### config.mk
export PLATFORM = sky130hd
export DESIGN_NAME = cmd_mem_reader_flat
export DESIGN_NICKNAME = d
export VERILOG_FILES = /design/src/rtl/cmd_mem_reader_if.sv /design/src/rtl/cmd_mem_reader.sv /design/src/flat_wrapper.sv
export SDC_FILE = /design/constraint.sdc
export NUM_CORES = 1
export LEC_CHECK = 0
export BUFFER_PORTS_ARGS = -buffer_cell sky130_fd_sc_hd__buf_2
export CORE_MARGIN = 10
export CORE_UTILIZATION = 25
export CTS_BUF_LIST = sky130_fd_sc_hd__clkbuf_8
export CTS_CLUSTER_DIAMETER = 120
export DETAILED_ROUTE_END_ITERATION = 10
export HOLD_SLACK_MARGIN = 0.1
export PLACE_DENSITY = 0.53
export SLEW_MARGIN = 10
export SYNTH_ARGS = -nofsm -noshare
export SYNTH_HDL_FRONTEND = slang
export SYNTH_SLANG_ARGS = --single-unit
### constraint.sdc
create_clock -name CLK -period 3.6 [get_ports CLK]
set_input_delay 0.54 -clock CLK [delete_from_list [all_inputs] [get_ports CLK]]
set_output_delay 0.54 -clock CLK [all_outputs]
set_load 0.01 [all_outputs]
### src/rtl/cmd_mem_reader_if.sv
// Bundles the command-memory read port, the clear handshake towards the
// writer and the command handshake towards the impulse generator.
interface cmd_mem_reader_if #(
  parameter int ADDR_W = 8
);
  // memory read port
  logic [ADDR_W-1:0] rdaddress;
  logic              rden;
  logic [337:0]      q;
  // clear handshake with the writer
  logic              CLR_REQ;
  logic [ADDR_W-1:0] CLR_ADDR;
  logic              CLR_ACK;
  // command handshake with the impulse generator
  logic              CMD_VALID;
  logic              CMD_READY;
  logic              CMD_LATE;
  logic [47:0]       FREQ;
  logic [47:0]       FREQ_STEP;
  logic [31:0]       FREQ_RATE;
  logic [63:0]       TIME_START;
  logic [15:0]       N_impulse;
  logic [1:0]        TYPE_impulse;
  logic [31:0]       Interval_Ti;
  logic [31:0]       Interval_Tp;
  logic [31:0]       Tblank1;
  logic [31:0]       Tblank2;

  modport master (
    output rdaddress, rden, CLR_REQ, CLR_ADDR, CMD_VALID, CMD_LATE,
           FREQ, FREQ_STEP, FREQ_RATE, TIME_START, N_impulse, TYPE_impulse,
           Interval_Ti, Interval_Tp, Tblank1, Tblank2,
    input  q, CLR_ACK, CMD_READY
  );

  modport slave (
    input  rdaddress, rden, CLR_REQ, CLR_ADDR, CMD_VALID, CMD_LATE,
           FREQ, FREQ_STEP, FREQ_RATE, TIME_START, N_impulse, TYPE_impulse,
           Interval_Ti, Interval_Tp, Tblank1, Tblank2,
    output q, CLR_ACK, CMD_READY
  );
endinterface

### src/rtl/cmd_mem_reader.sv
// Read side of the command register memory: scans every row for the pending
// command with the earliest TIME_START, waits for system time to reach it,
// hands it to the impulse generator and then asks the writer to clear it.
module cmd_mem_reader #(
  parameter int N_IDX    = 256,
  parameter int ADDR_W   = 8,
  parameter int RD_LAT   = 2,
  parameter int LATE_TOL = 16
) (
  input  logic             CLK,
  input  logic             rst_n,
  input  logic             EN,
  input  logic [63:0]      TIME_NOW,
  input  logic             MEM_UPD,
  cmd_mem_reader_if.master bus
);
  localparam int          ROW_W    = 338;
  localparam int          SCAN_LEN = N_IDX + RD_LAT;
  localparam int          CNT_MIN  = $clog2(SCAN_LEN + 1);
  localparam int          CNT_W    = (CNT_MIN > ADDR_W) ? CNT_MIN : ADDR_W + 1;
  localparam logic [63:0] TS_EMPTY = '1;

  typedef enum logic [2:0] {IDLE, SCAN, WAIT_TIME, OUT, CLEAR} state_t;

  state_t            state, state_nxt;
  logic [CNT_W-1:0]  cnt;
  logic              scan_start;
  logic              scan_last;
  logic              rescan;
  logic              rd_act;
  logic [RD_LAT-1:0] vld_p;
  logic [ADDR_W-1:0] addr_p [RD_LAT];
  logic              cand_vld;
  logic [ADDR_W-1:0] cand_addr;
  logic [ROW_W-1:0]  cand_row;
  logic [63:0]       cand_ts;
  logic [63:0]       q_ts;
  logic              take;
  logic              found;
  logic              late;

  // Elapsed time past the start tick; only evaluated once now >= start.
  function automatic logic is_late(input logic [63:0] now, input logic [63:0] start);
    logic [63:0] elapsed;
    elapsed = now - start;
    return elapsed > 64'(LATE_TOL);
  endfunction

  assign rd_act    = (state == SCAN) && (cnt < CNT_W'(N_IDX));
  assign scan_last = (state == SCAN) && (cnt == CNT_W'(SCAN_LEN - 1));
  assign q_ts      = bus.q[337:274];
  assign cand_ts   = cand_row[337:274];

  // A returning row replaces the candidate only when strictly earlier, so the
  // lower address wins a tie because it is seen first.
  assign take  = (state == SCAN) && vld_p[RD_LAT-1] && (q_ts != TS_EMPTY) &&
                 (!cand_vld || (q_ts < cand_ts));
  assign found = cand_vld || take;

  // Next-state decode; scan_start marks every (re)entry into a fresh scan.
  always_comb begin
    state_nxt  = state;
    scan_start = 1'b0;
    case (state)
      IDLE: begin
        if (EN) begin
          state_nxt  = SCAN;
          scan_start = 1'b1;
        end
      end
      SCAN: begin
        if (!EN) begin
          state_nxt = IDLE;
        end else if (scan_last) begin
          if (rescan || MEM_UPD || !found) scan_start = 1'b1;
          else                             state_nxt  = WAIT_TIME;
        end
      end
      WAIT_TIME: begin
        if (!EN) begin
          state_nxt = IDLE;
        end else if (MEM_UPD) begin
          state_nxt  = SCAN;
          scan_start = 1'b1;
        end else if (TIME_NOW >= cand_ts) begin
          state_nxt = OUT;
        end
      end
      OUT: begin
        if (bus.CMD_READY) state_nxt = CLEAR;
      end
      CLEAR: begin
        if (bus.CLR_ACK) begin
          if (EN) begin
            state_nxt  = SCAN;
            scan_start = 1'b1;
          end else begin
            state_nxt = IDLE;
          end
        end
      end
      default: state_nxt = IDLE;
    endcase
  end

  // Control state: FSM, scan counter, rescan flag, read-valid pipeline, late flag.
  always_ff @(posedge CLK or negedge rst_n) begin
    if (!rst_n) begin
      state    <= IDLE;
      cnt      <= '0;
      rescan   <= 1'b0;
      vld_p    <= '0;
      cand_vld <= 1'b0;
      late     <= 1'b0;
    end else begin
      state <= state_nxt;
      if (scan_start) begin
        cnt      <= '0;
        rescan   <= 1'b0;
        vld_p    <= '0;
        cand_vld <= 1'b0;
      end else begin
        if (state == SCAN) cnt <= cnt + 1'b1;
        if ((state == SCAN) && MEM_UPD) rescan <= 1'b1;
        if (take) cand_vld <= 1'b1;
        vld_p[0] <= rd_act;
        for (int i = 1; i < RD_LAT; i++) vld_p[i] <= vld_p[i-1];
      end
      if ((state == WAIT_TIME) && (state_nxt == OUT)) late <= is_late(TIME_NOW, cand_ts);
    end
  end

  // ---- stage boundary: read address travels alongside the memory latency ----
  // Address pipeline matching the memory read latency.
  always_ff @(posedge CLK) begin
    addr_p[0] <= bus.rdaddress;
    for (int i = 1; i < RD_LAT; i++) addr_p[i] <= addr_p[i-1];
  end

  // ---- stage boundary: compare result latched into the candidate ----
  // Candidate row and address; cleared by reset so the command fields read 0.
  always_ff @(posedge CLK or negedge rst_n) begin
    if (!rst_n) begin
      cand_row  <= '0;
      cand_addr <= '0;
    end else if (take) begin
      cand_row  <= bus.q;
      cand_addr <= addr_p[RD_LAT-1];
    end
  end

  assign bus.rden      = rd_act;
  assign bus.rdaddress = rd_act ? cnt[ADDR_W-1:0] : '0;
  assign bus.CMD_VALID = (state == OUT);
  assign bus.CMD_LATE  = (state == OUT) && late;
  assign bus.CLR_REQ   = (state == CLEAR);
  assign bus.CLR_ADDR  = (state == CLEAR) ? cand_addr : '0;

  assign bus.TIME_START   = cand_row[337:274];
  assign bus.FREQ         = cand_row[273:226];
  assign bus.FREQ_STEP    = cand_row[225:178];
  assign bus.FREQ_RATE    = cand_row[177:146];
  assign bus.N_impulse    = cand_row[145:130];
  assign bus.TYPE_impulse = cand_row[129:128];
  assign bus.Interval_Ti  = cand_row[127:96];
  assign bus.Interval_Tp  = cand_row[95:64];
  assign bus.Tblank1      = cand_row[63:32];
  assign bus.Tblank2      = cand_row[31:0];
endmodule

### src/flat_wrapper.sv
// flat-port wrapper written by rule: the top's interface ports become plain ports
module cmd_mem_reader_flat 
#(
  parameter int N_IDX    = 256,
  parameter int ADDR_W   = 8,
  parameter int RD_LAT   = 2,
  parameter int LATE_TOL = 16
)
  (CLK, rst_n, EN, TIME_NOW, MEM_UPD, bus_rdaddress, bus_rden, bus_CLR_REQ, bus_CLR_ADDR, bus_CMD_VALID, bus_CMD_LATE, bus_FREQ, bus_FREQ_STEP, bus_FREQ_RATE, bus_TIME_START, bus_N_impulse, bus_TYPE_impulse, bus_Interval_Ti, bus_Interval_Tp, bus_Tblank1, bus_Tblank2, bus_q, bus_CLR_ACK, bus_CMD_READY);
  cmd_mem_reader_if #(.ADDR_W(ADDR_W)) bus_i ();
  input  logic CLK;
  input  logic rst_n;
  input  logic EN;
  input  logic [63:0] TIME_NOW;
  input  logic MEM_UPD;
  output wire logic [$bits(bus_i.rdaddress)-1:0] bus_rdaddress;
  output wire logic [$bits(bus_i.rden)-1:0] bus_rden;
  output wire logic [$bits(bus_i.CLR_REQ)-1:0] bus_CLR_REQ;
  output wire logic [$bits(bus_i.CLR_ADDR)-1:0] bus_CLR_ADDR;
  output wire logic [$bits(bus_i.CMD_VALID)-1:0] bus_CMD_VALID;
  output wire logic [$bits(bus_i.CMD_LATE)-1:0] bus_CMD_LATE;
  output wire logic [$bits(bus_i.FREQ)-1:0] bus_FREQ;
  output wire logic [$bits(bus_i.FREQ_STEP)-1:0] bus_FREQ_STEP;
  output wire logic [$bits(bus_i.FREQ_RATE)-1:0] bus_FREQ_RATE;
  output wire logic [$bits(bus_i.TIME_START)-1:0] bus_TIME_START;
  output wire logic [$bits(bus_i.N_impulse)-1:0] bus_N_impulse;
  output wire logic [$bits(bus_i.TYPE_impulse)-1:0] bus_TYPE_impulse;
  output wire logic [$bits(bus_i.Interval_Ti)-1:0] bus_Interval_Ti;
  output wire logic [$bits(bus_i.Interval_Tp)-1:0] bus_Interval_Tp;
  output wire logic [$bits(bus_i.Tblank1)-1:0] bus_Tblank1;
  output wire logic [$bits(bus_i.Tblank2)-1:0] bus_Tblank2;
  input wire logic [$bits(bus_i.q)-1:0] bus_q;
  input wire logic [$bits(bus_i.CLR_ACK)-1:0] bus_CLR_ACK;
  input wire logic [$bits(bus_i.CMD_READY)-1:0] bus_CMD_READY;
  assign bus_rdaddress = bus_i.rdaddress;
  assign bus_rden = bus_i.rden;
  assign bus_CLR_REQ = bus_i.CLR_REQ;
  assign bus_CLR_ADDR = bus_i.CLR_ADDR;
  assign bus_CMD_VALID = bus_i.CMD_VALID;
  assign bus_CMD_LATE = bus_i.CMD_LATE;
  assign bus_FREQ = bus_i.FREQ;
  assign bus_FREQ_STEP = bus_i.FREQ_STEP;
  assign bus_FREQ_RATE = bus_i.FREQ_RATE;
  assign bus_TIME_START = bus_i.TIME_START;
  assign bus_N_impulse = bus_i.N_impulse;
  assign bus_TYPE_impulse = bus_i.TYPE_impulse;
  assign bus_Interval_Ti = bus_i.Interval_Ti;
  assign bus_Interval_Tp = bus_i.Interval_Tp;
  assign bus_Tblank1 = bus_i.Tblank1;
  assign bus_Tblank2 = bus_i.Tblank2;
  assign bus_i.q = bus_q;
  assign bus_i.CLR_ACK = bus_CLR_ACK;
  assign bus_i.CMD_READY = bus_CMD_READY;
  cmd_mem_reader #(.N_IDX(N_IDX), .ADDR_W(ADDR_W), .RD_LAT(RD_LAT), .LATE_TOL(LATE_TOL)) u_core (.CLK(CLK), .rst_n(rst_n), .EN(EN), .TIME_NOW(TIME_NOW), .MEM_UPD(MEM_UPD), .bus(bus_i));
endmodule
==> results by group <==
Placement
  • GPL Wtd Cong: 0.953
  • Port bufs: 765
  • Placement Cell Area: roughly 0.027 mm2
  • DP Worst Slack: -0.447 ns
  • DPL Wire Length: 75000 um
  • DP Cell Count: 3840

Logic synthesis
  • Area share of the leading cell type in the synthesized netlist: 44.2%
  • Synth unique cells: between 80 and 90
  • Synth top area cells: dfrtp_1 44%, mux2_1 19%, ha_1 7.9%
  • Cell taking the most area after synthesis: dfrtp_1
  • YS warnings: 0
  • Number of synthesized register bits: about 380
  • Syn Nets: 2361
  • Sequential area share after synthesis: 45.8%
  • Primary FF master, synth: dfrtp_1
  • Post-synth ARST share: 95.8%
  • Cells after Synth: 1824
  • Synthesized area: 0.0205 mm2
  • Post-synthesis area per instance: 11.3 um2
  • Number of flops mapped to enable cells by yosys: 0

Clocking
  • H-tree Lvls: 3
  • CTS max path bufs: 3
  • Num Clock Sinks: 379
  • Clock tree from TritonCTS: yes
  • Clock-pin slew on the worst setup and hold paths: ~0.06 ns
  • Clock Latency Late Sink: about 0.67 ns
  • CTS root buffer: clkbuf_8
  • CTS Buf Count: 73

Worst hold path
  • HP Start: bus_q[304]
  • Hold Path Sink: u_core.cand_row[304]
  • Worst hold stages: 2
  • Worst Hold Class: primary input to register

Global route
  • Number of global-route vias before repair: about 21000
  • Global-route wire length before repair: 135000 um
  • GRT Resource Usage Total: 18.8%
  • Antenna violations before repair: 13
  • Grt ovf: 0
  • Largest net degree at the start of global routing: 86

Finish
  • Commonest non-fill, non-tap cell in the layout: buf_2
  • Layout cells sized above 1: 38.3%
  • Synth-to-layout area growth: 62.2%
  • Final non-filler cell area: 0.0333 mm2
  • Finished Layout Cells: approximately 4300
  • Most frequent cells in the layout: 764 x buf_2, 363 x dfrtp_1, 338 x mux2_1
  • # fillers: 7869
  • Nets: 3731
  • Multi-input gate area: 0.0106 mm2
  • Reg area: 0.00940 mm2

Drt
  • Total wire length: 97100 um
  • 1st-pass router iterations: 5
  • Antenna-violating nets left: 0
  • Vias post-DR: 20274
  • Routed length per instance: between 20 and 25 um
  • DRC viols: 0
  • DRT iter0 DRCs: 981
  • Vias/cell: 4.69

Worst setup path
  • R2R setup slack: about 0.046 ns
  • Worst path slowest cell: dfrtp_1
  • Reg2reg start: u_core.cand_row[275]
  • Crit Path Category: register to register
  • Crit path largest cell delay: approximately 0.4 ns
  • CP most frequent cell: a21o_1
  • Worst Setup Start Kind: register
  • Critical path peak fanout: 8
  • Crit end category: register
  • WP data required: 4.10 ns
  • Reg2reg path depth: 15
  • CP Data Arrival Time: 4.06 ns
  • Crit path cell chain: inv_2, ha_4, a21o_1, a21o_1, a21o_1, a21o_1, a21o_1, a211o_1, a31oi_4, o41ai_4, o22ai_4, buf_12, clkbuf_16, clkbuf_16, mux2_1
  • RR Endpoint: u_core.cand_row[322]

Pwr
  • Worst vdd ir: between 0.0004 and 0.0005 V
  • Overall power: roughly 25 mW
  • Power density cells: ~750 mW/mm2
  • Leakage Power: around 16 nW

Floorplan
  • Die Ht: 307 um
  • Row count: 105
  • Ports: 766
  • Starting Density: 25.1%
  • Die ar.: 0.0940 mm2
  • Die Span X: approximately 310 um
  • Core area: about 0.082 mm2

STA
  • RSZ-0062 raised after global routing: yes
  • Final WS setup: between 0.04 and 0.05 ns
  • Skew final: 0.0497 ns
  • Max_slew headroom: 42.0%
  • Hold Fails Final Rpt: 0
  • Final setup viols: 0
  • Max Slew Vio Count: 0
  • Worst-Margin Slew: around 0.86 ns
  • Setup TNS Final: 0 ns
  • Fin crit period: roughly 3.6 ns
  • Period utilization: 98.7%
  • Fmax: 281 MHz

Run
  • Max-Cap Viols: 0

Status
  • Status: finished, final reports clean
==> cells by family after synthesis <==
family                     synth area share [%]
adders and majority gates                  7.86
buffers and inverters                      3.95
AOI/OAI and AO/OA                          11.4
muxes                                      19.4
xor gates and xnor gates                   1.53
DFF                                        45.8
and+or+nand+nor                            10.0
==> sequential cells by signal, summed over array words and instances, names as in the netlist <==
register / flops
u_core.late: 1
u_core.rescan: 1
u_core.cand_row: 338
u_core.addr_p: 16
u_core.cand_vld: 1
u_core.cand_addr: 8
u_core.cnt: 9
u_core.vld_p: 2
u_core.state: 3
==> worst max-delay path by stage <==
stage                                    start                    to  slack [ns]  depth (start not counted)
final                     u_core.cand_row[275]  u_core.cand_row[322]        0.05                         15
after global placement             TIME_NOW[1]           u_core.late       -0.44                         14
after CTS                 u_core.cand_row[275]   u_core.cand_row[29]        0.01                         15
after global routing      u_core.cand_row[301]           u_core.late       -0.15                         18
after detailed placement            bus_q[323]   u_core.cand_row[32]       -0.45                         16
after floorplan                    TIME_NOW[6]           u_core.late        0.36                         13
==> synth_stat cells (22+ instances only) <==
library cell / number
o21ai_0: 51
dfrtp_1: 363
nor3_1: 31
ha_1: 129
buf_4: 42
nand4_1: 64
a21oi_1: 102
mux2_1: 340
nor2_1: 89
clkbuf_1: 22
nand2_1: 100
a21o_1: 56
inv_1: 89
==> routing by layer <==
metal | global-route usage (%) | wire, um | part of all wire (%) | vias to the layer above
li1 | - | - | - | 9477
met1 | 20.7 | 37200 | 38 | 9870
met2 | 34.0 | 49500 | 51 | 727
met3 | 4.80 | 6340 | 6.5 | 194
met4 | 7.74 | 3910 | 4.0 | 6
met5 | 0 | 45 | 0.046 | -
==> through the flow <==
| stage | util, % | hold WS (ns) |
|---|---|---|
| 2_1_floorplan | - | 0.244 |
| 4_1_cts | 39.2 | 0.100 |
| 3_3_place_gp | 33.6 | 0.311 |
| 3_5_place_dp | 33.6 | 0.312 |
| 6_report | 40.8 | 0.181 |
| 5_1_grt | 40.8 | 0.129 |
==> critical path, delay by kind of cell, from the launching register on <==
family | cells | cell delay [ns]
flip-flops | 1 | 0.40
adder cells (fa/ha/maj) | 1 | 0.20
AO/OA/AOI/OAI | 9 | 1.76
buffers and inverters | 4 | 0.71
multiplexers | 1 | 0.31
==> power breakdown <==
group,total (mW),internal (mW),switching [mW]
combinational,13.5,6.17,7.33
clock,4.53,2.49,2.03
sequential,6.92,5.95,0.968
==> repair_timing <==
action,in CTS,in global routing
hold buffers,302,0
endpoints found under the hold margin,378,0
gates cloned,0,39
gates resized for setup,15,77
pin swaps,2,10
buffers inserted,0,9
endpoints found under the setup margin,343,344
==> cell type report <==
| class | count | share of cell area (%) |
|---|---|---|
| multi-input cells | 1276 | 31.8 |
| repair buffers | 1375 | 30.4 |
| flip-flops and latches | 379 | 28.2 |
| well taps | 1070 | 4.02 |
| clock buffers | 83 | 3.43 |
| clock inverters | 40 | 1.09 |
| inverters | 89 | 1.00 |
| diodes | 11 | 0.0826 |
No activity file was read; power rests on OpenSTA's default activity.
